`src/rtl/frame_column_writer_pkg.sv`:
```
// rtl/frame_column_writer_pkg.sv - shared types and constants for the frame column writer
// Purpose: FSM state encoding, header field layout and the frame index range check
//          shared by the top module and the strobe decoder.
// Ports:   none (package).
package frame_column_writer_pkg;

  typedef enum logic [1:0] {
    ST_IDLE   = 2'd0,
    ST_LOAD   = 2'd1,
    ST_STROBE = 2'd2,
    ST_HOLD   = 2'd3
  } fsm_state_e;

  // Header word layout: [7:0] frame index, [15:8] column ID, rest ignored.
  localparam int IDX_LSB = 0;
  localparam int COL_LSB = 8;
  localparam int FIELD_W = 8;

  function automatic logic idx_in_range(input logic [FIELD_W-1:0] idx, input int max_frames);
    return int'(idx) < max_frames;
  endfunction

endpackage

```
`src/rtl/frame_column_writer_if.sv`:
```
// rtl/frame_column_writer_if.sv - bitstream word stream into the frame column writer
// Purpose: valid/ready word stream carrying header and row data words.
// Ports:   s_data (word), s_valid (source has a word), s_ready (sink accepts);
//          master = bitstream source, slave = frame_column_writer.
interface frame_column_writer_if #(
  parameter int W = 32
);
  logic [W-1:0] s_data;
  logic         s_valid;
  logic         s_ready;

  modport master (output s_data, output s_valid, input s_ready);
  modport slave  (input s_data, input s_valid, output s_ready);
endinterface

```
`src/rtl/frame_column_writer_decoder.sv`:
```
// rtl/frame_column_writer_decoder.sv - registered frame index to one-hot strobe decoder
// Purpose: on fire, turns the latched frame index into a one-cycle one-hot FrameStrobe,
//          or a one-cycle err pulse when the index is beyond the column's frame count.
// Ports:   clk, rst (sync active-high), fire (last row accepted), hit (column matched),
//          idx (frame index), strobe (one-hot, registered), err (registered pulse).
module frame_strobe_decoder
  import frame_column_writer_pkg::*;
#(
  parameter int MaxFramesPerCol = 20
) (
  input  logic                       clk,
  input  logic                       rst,
  input  logic                       fire,
  input  logic                       hit,
  input  logic [FIELD_W-1:0]         idx,
  output logic [MaxFramesPerCol-1:0] strobe,
  output logic                       err
);

  always_ff @(posedge clk) begin
    if (rst) begin
      strobe <= '0;
      err    <= 1'b0;
    end else begin
      // Default-to-zero every cycle makes the strobe self-clearing after one cycle.
      // An out-of-range index matches no bit, so the strobe stays all zero.
      err <= fire & hit & ~idx_in_range(idx, MaxFramesPerCol);
      for (int i = 0; i < MaxFramesPerCol; i++) begin
        strobe[i] <= fire & hit & (int'(idx) == i);
      end
    end
  end

endmodule

```
`src/rtl/frame_column_writer.sv`:
```
// rtl/frame_column_writer.sv - assembles one configuration frame per column and strobes it
// Purpose: takes a header word plus NumRows row words, builds FrameData, then fires a
//          one-cycle one-hot FrameStrobe for the addressed frame.
// Ports:   CLK, Reset (sync active-high), s (stream slave: s_data/s_valid/s_ready),
//          FrameData (row r at [r*FrameBitsPerRow +: FrameBitsPerRow]), FrameStrobe (one-hot),
//          busy (not IDLE), err_index (bad index pulse), frame_count (strobes issued, wraps).
module frame_column_writer
  import frame_column_writer_pkg::*;
#(
  parameter int          MaxFramesPerCol = 20,
  parameter int          FrameBitsPerRow = 32,
  parameter int          NumRows         = 16,
  parameter logic [7:0]  ColumnID        = 8'd0
) (
  input  logic                                CLK,
  input  logic                                Reset,
  frame_column_writer_if.slave                s,
  output logic [NumRows*FrameBitsPerRow-1:0]  FrameData,
  output logic [MaxFramesPerCol-1:0]          FrameStrobe,
  output logic                                busy,
  output logic                                err_index,
  output logic [15:0]                         frame_count
);

  localparam int RowCntW = (NumRows > 1) ? $clog2(NumRows) : 1;

  fsm_state_e          state;
  logic [RowCntW-1:0]  row_cnt;
  logic [FIELD_W-1:0]  idx_q;
  logic                hit_q;
  logic                ready_q;
  logic                accept;
  logic                last_row;

  // ready_q tracks whether the next state accepts words; Reset forces s_ready low at once.
  assign s.s_ready = ready_q & ~Reset;
  assign accept    = s.s_valid & s.s_ready;
  assign last_row  = (state == ST_LOAD) && accept && (row_cnt == RowCntW'(NumRows - 1));

  always_ff @(posedge CLK) begin
    if (Reset) begin
      state       <= ST_IDLE;
      ready_q     <= 1'b1;
      busy        <= 1'b0;
      row_cnt     <= '0;
      idx_q       <= '0;
      hit_q       <= 1'b0;
      FrameData   <= '0;
      frame_count <= 16'd0;
    end else begin
      case (state)
        ST_IDLE: begin
          if (accept) begin
            idx_q   <= s.s_data[IDX_LSB +: FIELD_W];
            hit_q   <= (s.s_data[COL_LSB +: FIELD_W] == ColumnID);
            row_cnt <= '0;
            busy    <= 1'b1;
            state   <= ST_LOAD;
          end
        end
        ST_LOAD: begin
          if (accept) begin
            // A missed frame still consumes its rows but leaves FrameData untouched.
            for (int r = 0; r < NumRows; r++) begin
              if (hit_q && row_cnt == RowCntW'(r)) begin
                FrameData[r*FrameBitsPerRow +: FrameBitsPerRow] <= s.s_data;
              end
            end
            row_cnt <= row_cnt + 1'b1;
            if (last_row) begin
              // Strobe is registered on this same edge by the decoder, so the
              // count moves together with it.
              ready_q <= 1'b0;
              state   <= ST_STROBE;
              if (hit_q && idx_in_range(idx_q, MaxFramesPerCol)) begin
                frame_count <= frame_count + 16'd1;
              end
            end
          end
        end
        ST_STROBE: begin
          state <= ST_HOLD;
        end
        ST_HOLD: begin
          ready_q <= 1'b1;
          busy    <= 1'b0;
          state   <= ST_IDLE;
        end
        default: begin
          ready_q <= 1'b1;
          busy    <= 1'b0;
          state   <= ST_IDLE;
        end
      endcase
    end
  end

  frame_strobe_decoder #(
    .MaxFramesPerCol(MaxFramesPerCol)
  ) u_decoder (
    .clk   (CLK),
    .rst   (Reset),
    .fire  (last_row),
    .hit   (hit_q),
    .idx   (idx_q),
    .strobe(FrameStrobe),
    .err   (err_index)
  );

endmodule

```
`src/flat_wrapper.sv`:
```
// flat-port wrapper written by rule: the top's interface ports become plain ports
module frame_column_writer_flat import frame_column_writer_pkg::*;
#(
  parameter int          MaxFramesPerCol = 20,
  parameter int          FrameBitsPerRow = 32,
  parameter int          NumRows         = 16,
  parameter logic [7:0]  ColumnID        = 8'd0
)
  (CLK, Reset, FrameData, FrameStrobe, busy, err_index, frame_count, s_s_data, s_s_valid, s_s_ready);
  frame_column_writer_if #(.W((32))) s_i ();
  input  logic CLK;
  input  logic Reset;
  output logic [NumRows*FrameBitsPerRow-1:0] FrameData;
  output logic [MaxFramesPerCol-1:0] FrameStrobe;
  output logic busy;
  output logic err_index;
  output logic [15:0] frame_count;
  input wire logic [$bits(s_i.s_data)-1:0] s_s_data;
  input wire logic [$bits(s_i.s_valid)-1:0] s_s_valid;
  output wire logic [$bits(s_i.s_ready)-1:0] s_s_ready;
  assign s_i.s_data = s_s_data;
  assign s_i.s_valid = s_s_valid;
  assign s_s_ready = s_i.s_ready;
  frame_column_writer #(.MaxFramesPerCol(MaxFramesPerCol), .FrameBitsPerRow(FrameBitsPerRow), .NumRows(NumRows), .ColumnID(ColumnID)) u_core (.CLK(CLK), .Reset(Reset), .s(s_i), .FrameData(FrameData), .FrameStrobe(FrameStrobe), .busy(busy), .err_index(err_index), .frame_count(frame_count));
endmodule
```
`config.mk`:
```
export PLATFORM = sky130hd
export DESIGN_NAME = frame_column_writer_flat
export DESIGN_NICKNAME = d
export VERILOG_FILES = /design/src/rtl/frame_column_writer_pkg.sv /design/src/rtl/frame_column_writer_if.sv /design/src/rtl/frame_column_writer_decoder.sv /design/src/rtl/frame_column_writer.sv /design/src/flat_wrapper.sv
export SDC_FILE = /design/constraint.sdc
export NUM_CORES = 1
export LEC_CHECK = 0
export BUFFER_PORTS_ARGS = -buffer_cell sky130_fd_sc_hd__buf_4
export CAP_MARGIN = 20
export CORE_AREA = 2 2 226 228
export CTS_CLUSTER_DIAMETER = 120
export CTS_CLUSTER_SIZE = 10
export DETAILED_ROUTE_END_ITERATION = 12
export DIE_AREA = 0 0 228 230
export REMOVE_ABC_BUFFERS = 1
export SETUP_SLACK_MARGIN = 0.5
export SKIP_CTS_REPAIR_TIMING = 1
export SYNTH_ARGS = -nofsm -noshare
export SYNTH_HDL_FRONTEND = slang
export SYNTH_SLANG_ARGS = --single-unit
```
`constraint.sdc`:
```
create_clock -name CLK -period 3.02 [get_ports CLK]
set_clock_uncertainty 0.15 [all_clocks]
set_input_delay 0 -clock CLK [delete_from_list [all_inputs] [get_ports CLK]]
set_output_delay 0 -clock CLK [all_outputs]
set_load 0.02 [all_outputs]
```
==> impl_results.md, run 1 <==
* Sum of net half-perimeters after detailed placement at 50870 um
* R2r setup slk at roughly 0.6 ns
* Worst slew pin tran at ~1.1 ns
* Vias per cell at around 5.2
* DR WL/cell at 21.43 um
* Finish-stage setup viols at 0
* Vias in the first global route at 17941
* Cell row count at 82
* Layout Area Growth over Synthesis at 34.80%
* Final Slew Violations at 0
* Slew margin rel. at 26.55%
* Clock Latency Late Sink at 0.60 ns
* Nets at 3118
* Main synth FF type: dfxtp_1
* Hold Path Sink: u_core.FrameData[220]
* DR pass1 iterations at 5
* First-pass GRT wire length at 115800 um
* Pre-CTS WS at about 0.44 ns
* CTS buffer count at 66
* Mapped Area at 20020 um2
* Drt drc at 0
* Pwr per Cell Area at 570.1 nW/um2
* Max-cap violation count at 0
* Worst hold-check path type: in -> reg
* Yosys cell types at 41
* H-tree lvl count at 3
* Final critical-path setup slack at ~0.6 ns
* Cell count after synthesis at 2580
* Final Cycle Share at 80.48%
* Worst-path clk slew at 0.06 ns
* Count leader, synth: nand2_1
* Pin count of the biggest net entering global routing at 206
* Fin util at between 50% and 60%
* Sink Count at 566
* Hold Crit Start: s_s_data[28]
* Status: completed
* Final non-filler cell total at 3750
* I/O Buffers at 585
* Leak Pwr at 10.32 nW
* Fmax at 411.4 MHz
* Initial Util at roughly two fifths
* Synth async-reset ratio at 0%
* VDD IR max at 368.7 uV
* FF-to-FF End: u_core.frame_count[7]
* Synth cell count leaders: nand2_1, dfxtp_1, a21oi_1
* First DRT Iteration DRCs at 1670
* Hold WS at 0.2376 ns
* Share of cells above drive strength 1 at 23.78%
* GRT Residual Overflow at 0
* Die Wd at 228 um
* Seq/Total Area, Yosys at a little under three fifths
* Crit path kind: reg -> reg
* Final hold violations at 0
* Largest fanout on the critical path at 10
* Post-DP Area at between 20000 and 25000 um2
* Synthesized area per cell at slightly below 8 um2
* FF+latch count, synth at about 570
* Initial antenna violation count at 1
* Required time of the critical path at 3.36 ns
* All-Layer GR Usage at 29.25%
* Startpoint types: flip-flop
* Root buffer cell: clkbuf_16
* Vias at slightly below 20000
* Clock buffer depth at 3
* # fillers at 4707
* Die height at 230 um
* WP data arrival at 2.77 ns
* Yosys top cell area share at between 50% and 60%
* GPL Wtd Cong at 0.8411
* Number of antenna-violating nets in the routed design at 0
* Hold path depth at 4
* Number of synthesized flops with an enable pin at 0
* CTS tree: done
* Io pins at approximately 590
* Die area at 52440 um2
* Leading area contributor after synthesis: dfxtp_1
* Worst R2R Start: u_core.ready_q
* Cells after DPL at ~3600
* Core Box Area at 49860 um2
* Synth area leaders: dfxtp_1, nand2_1, a21oi_1, clkbuf_1, ha_1
* RSZ-0062 raised after global routing: yes
* Post-route cell area at about 27000 um2
* Worst r2r path cells at 4
* Crit end category: flip-flop
* WL final at 80380 um
* Final period demand of the worst path at 2.431 ns
* Ant. Diodes at 0
* Synth Warn # at 0
worst max-delay path by stage:
stage	end	slack, ns	cells past startpoint	from
after global placement	u_core.FrameData[464]	0.59	6	u_core.state[1]
final	u_core.frame_count[7]	0.59	4	u_core.ready_q
after detailed placement	u_core.FrameData[458]	0.44	6	u_core.state[1]
after CTS	u_core.FrameData[458]	0.43	6	u_core.state[1]
after floorplan	u_core.FrameData[100]	-0.20	6	u_core.state[1]
after global routing	u_core.FrameData[304]	0.48	6	u_core.ready_q
power by group:
group	switching, mW	internal (mW)
Clock	2.96	4.20
Combinational	0.524	0.164
Sequential	0.0371	7.50
metrics by stage:
stage	TNS, ns	power (mW)
global route	0	15.81
global placement	0	8.307
CTS	0	15.41
finish	0	15.39
detailed placement	0	8.319
floorplan	-88.57	7.852
flip-flops by register name, summed over array words and instances, names as in the netlist:
register	cells
u_core.frame_count	16
u_core.row_cnt	4
u_core.idx_q	8
u_core.state	2
u_core.u_decoder.strobe	20
u_core.ready_q	1
u_core.u_decoder.err	1
u_core.hit_q	1
u_core.FrameData	512
u_core.busy	1
metal layers:
layer / share of wire, % / GRT usage [%] / wire length, um
met2: 48 / 48.02 / 38360
met5: 0 / 0 / 0
met3: 9.1 / 7.999 / 7297
met4: 3.7 / 12.62 / 2985
met1: 39 / 36.09 / 31730
layout make-up:
| type | count | area (um2) | share of cell area [%] |
|---|---|---|---|
| Clock buffer | 71 | 1777 | 6.584 |
| Clock inverter | 2 | 38.79 | 0.1437 |
| Inverter | 6 | 22.52 | 0.08346 |
| Multi-Input combinational cell | 1763 | 7840 | 29.05 |
| Sequential cell | 566 | 11330 | 41.99 |
| Tap cell | 672 | 840.8 | 3.116 |
| Timing Repair Buffer | 670 | 5135 | 19.03 |
placed cells by master, fill, tap and decap left out, types with 15 or more instances in the layout:
cell type	netlist	final
a21oi_1	541	541
clkbuf_16	0	71
nand3_1	18	18
nand2_1	1057	1057
nor3_2	0	15
or3_1	16	15
nor2_1	28	27
dlygate4sd3_1	0	34
dfxtp_1	566	566
buf_4	0	634
kinds of logic (layout without fill, tap and decap cells):
logic type / after synthesis / count (layout) / synth area share (%)
mux: 2 / 2 / 0.1125
xor+xnor: 1 / 1 / 0.04376
fa+ha+maj: 10 / 10 / 0.6250
buf+inv: 251 / 749 / 4.763
simple gates: 1187 / 1187 / 23.58
flops: 566 / 566 / 56.60
compound gates: 563 / 563 / 14.27
critical path: stages, from the launching register on:
cell and delay (ns):
dfxtp_1 0.56, nand2_1 0.43, nor4_1 0.65, nand3_1 0.17, mux2_1 0.35
Note: power is estimated with default switching activity, not from simulation.
==> run 2, diff against run 1 <==
- ABC_AREA: not set -> 1
- CORE_AREA: 2 2 226 228 -> 2 2 231 233
- DIE_AREA: 0 0 228 230 -> 0 0 233 235
- PLACE_DENSITY: not set -> 0.65
- clock period: 3.02 -> 2.2 ns (I/O delays scaled with it)
==> impl_results.md, run 2 <==
* Share of cells above drive strength 1 at 25.99%
* Setup_tns at 0 ns
* Leading area contributor after synthesis: dfxtp_1
* Worst hold-check path type: in -> reg
* Met3 WL at about 6300 um
* R2r setup slk at 0.15 ns
* Number of synthesized flops with an enable pin at 0
* All-Layer GR Usage at a little over a quarter
* Io pins at approximately 590
* Failing checks: negative hold slack
* Slew margin rel. at 41.38%
* Layout Area Growth over Synthesis at 39.49%
* Max-cap violation count at 0
* Drt drc at 0
* Vias at between 15000 and 20000
* Fin util at 54.23%
* I/O Buffers at 585
* Die Wd at 233 um
* First-pass GRT wire length at 111200 um
* Sink Count at 566
* Final period demand of the worst path at 2.054 ns
* Clock Latency Late Sink at 0.59 ns
* Cell row count at 84
* First DRT Iteration DRCs at approximately 1600
* Clock buffer depth at 3
* Synth area leaders: dfxtp_1, nor2_1, o21ai_0, a21oi_1, inv_1
* Die height at 235 um
* Pre-CTS WS at 0.07785 ns
* Final Slew Violations at 0
* Core Box Area at 52240 um2
* Top Metal Used: met4
* Synth async-reset ratio at 0%
* CTS tree: done
* DR WL/cell at 21.39 um
* Max FFs per register at 512
* Crit path kind: reg -> reg
* FF+latch count, synth at 566
* Fmax at slightly below 500 MHz
* Pin count of the biggest net entering global routing at 192
* GPL Wtd Cong at 0.8660
* Final critical-path setup slack at 0.1459 ns
* DR pass1 iterations at 6
* VDD IR max at around 550 uV
* Post-DP Area at 25240 um2
* Yosys top cell area share at 55.79%
* Leak Pwr at about 12 nW
* Synth cell count leaders: nor2_1, dfxtp_1, o21ai_0
* Commonest non-fill, non-tap cells in the layout: nor2_1, buf_4, dfxtp_1
* Finish-stage setup viols at 0
* Cells after DPL at approximately 3700
* Crit end category: flip-flop
* Count leader, synth: nor2_1
* Mapped Area at 20310 um2
* Worst slew pin tran at 0.8764 ns
* Yosys cell types at 32
* Reg area at around 11000 um2
* Cell count after synthesis at 2566
* Final Cycle Share at between 90 and 100%
* Sum of net half-perimeters after detailed placement at 51160 um
* H-tree lvl count at 3
* Vias per cell at about 5.1
* Status: complete, but fails checks
* Final hold violations at 30
* Nets at 3194
* Pwr per Cell Area at between 700 and 800 nW/um2
* Initial Util at 38.88%
* Main synth FF type: dfxtp_1
* Largest Register: u_core.FrameData
* # fillers at roughly 4800
* Met2 Routed Length at 39450 um
* Startpoint types: flip-flop
* CTS buffer count at 66
* Required time of the critical path at about 2.5 ns
* Crit-path slowest cell: nor3_4
* Tot Pwr at 21.20 mW
* Commonest non-fill, non-tap cell in the layout: nor2_1
* RSZ-0062 raised after global routing: yes
* Root buffer cell: clkbuf_16
* WP data arrival at 2.38 ns
* Worst-path clk slew at 0.06 ns
* Vias in the first global route at 17849
* Final non-filler cell total at roughly 3800
* GRT Residual Overflow at 0
* Seq/Total Area, Yosys at 55.79%
* Worst-path cell chain: inv_4 > ha_4 > nand4_4 > nor3_4 > nand2_4 > buf_12 > clkbuf_16 > o21ai_1 > nor2_1
* Die area at between 50000 and 60000 um2
* Largest fanout on the critical path at 8
* Footprint of the multi-input gates at 7572 um2
* Initial antenna violation count at 2
* Number of antenna-violating nets in the routed design at 0
* WL final at around 82000 um
* Hold WS at -0.1650 ns
* Synth Warn # at 0
* Biggest regs: u_core.FrameData: 512 flops, u_core.u_decoder.strobe: 20 flops, u_core.frame_count: 16 flops
* Synthesized area per cell at 7.914 um2
* M1 WL at 32370 um
* Critical Path Max Stage Delay at between 0.4 and 0.5 ns
* Post-route cell area at 28330 um2
## run 2: cell count changes after synthesis, sizes merged, moves of 49 or more
cell / previous run / this run
a21oi: 541 / 156
buf: 9 / 58
clkbuf: 236 / 135
inv: 6 / 155
nand2: 1057 / 86
nor2: 28 / 810
o21ai: 8 / 527
## run 2: logic make-up (layout without fill, tap and decap cells)
group	count (synthesis)	count (layout)	share of synthesized area [%]
compound gates	686	686	16.95
xor+xnor	6	6	0.2588
fa+ha+maj	10	10	0.6161
buf+inv	354	943	7.775
flops	566	566	55.79
other cells	0	2	0
simple gates	944	944	18.61
## run 2: metal layers
layer / up-vias / global-route usage [%]
li1: 9347 / -
met1: 9213 / 32.57
met2: 909 / 44.26
met3: 196 / 5.364
met4: 0 / 13.86
met5: - / 0
## run 2: final timing paths
path / startpoint / endpoint / cells past startpoint
min: Reset / u_core.hit_q / 6
max: u_core.state[1] / u_core.FrameData[214] / 9
min reg2reg: u_core.FrameData[396] / u_core.FrameData[396] / 2
max reg2reg: u_core.state[1] / u_core.FrameData[214] / 9
## run 2: area by class of cell
cell class              instances  area share (%)
diodes                          2         0.01767
clock buffers                  68           6.007
clock inverters                 6          0.3401
inverters                     161           2.350
multi-input cells            1646           26.73
flip-flops and latches        566           40.04
well taps                     688           3.039
repair buffers                708           21.48
## run 2: power breakdown
| part | leakage [nW] | switching, mW | internal (mW) | total [mW] |
|---|---|---|---|---|
| registers | 4.56 | 0.0545 | 10.3 | 10.4 |
| clock network | 0.882 | 4.08 | 5.59 | 9.67 |
| logic | 6.86 | 0.806 | 0.356 | 1.16 |
## run 2: worst max-delay path: cells and delay by family (launching register included)
family | cells | cell delay [ns]
simple gates | 4 | 0.80
buf+inv | 3 | 0.38
flops | 1 | 0.35
fa+ha+maj | 1 | 0.13
compound gates | 1 | 0.13
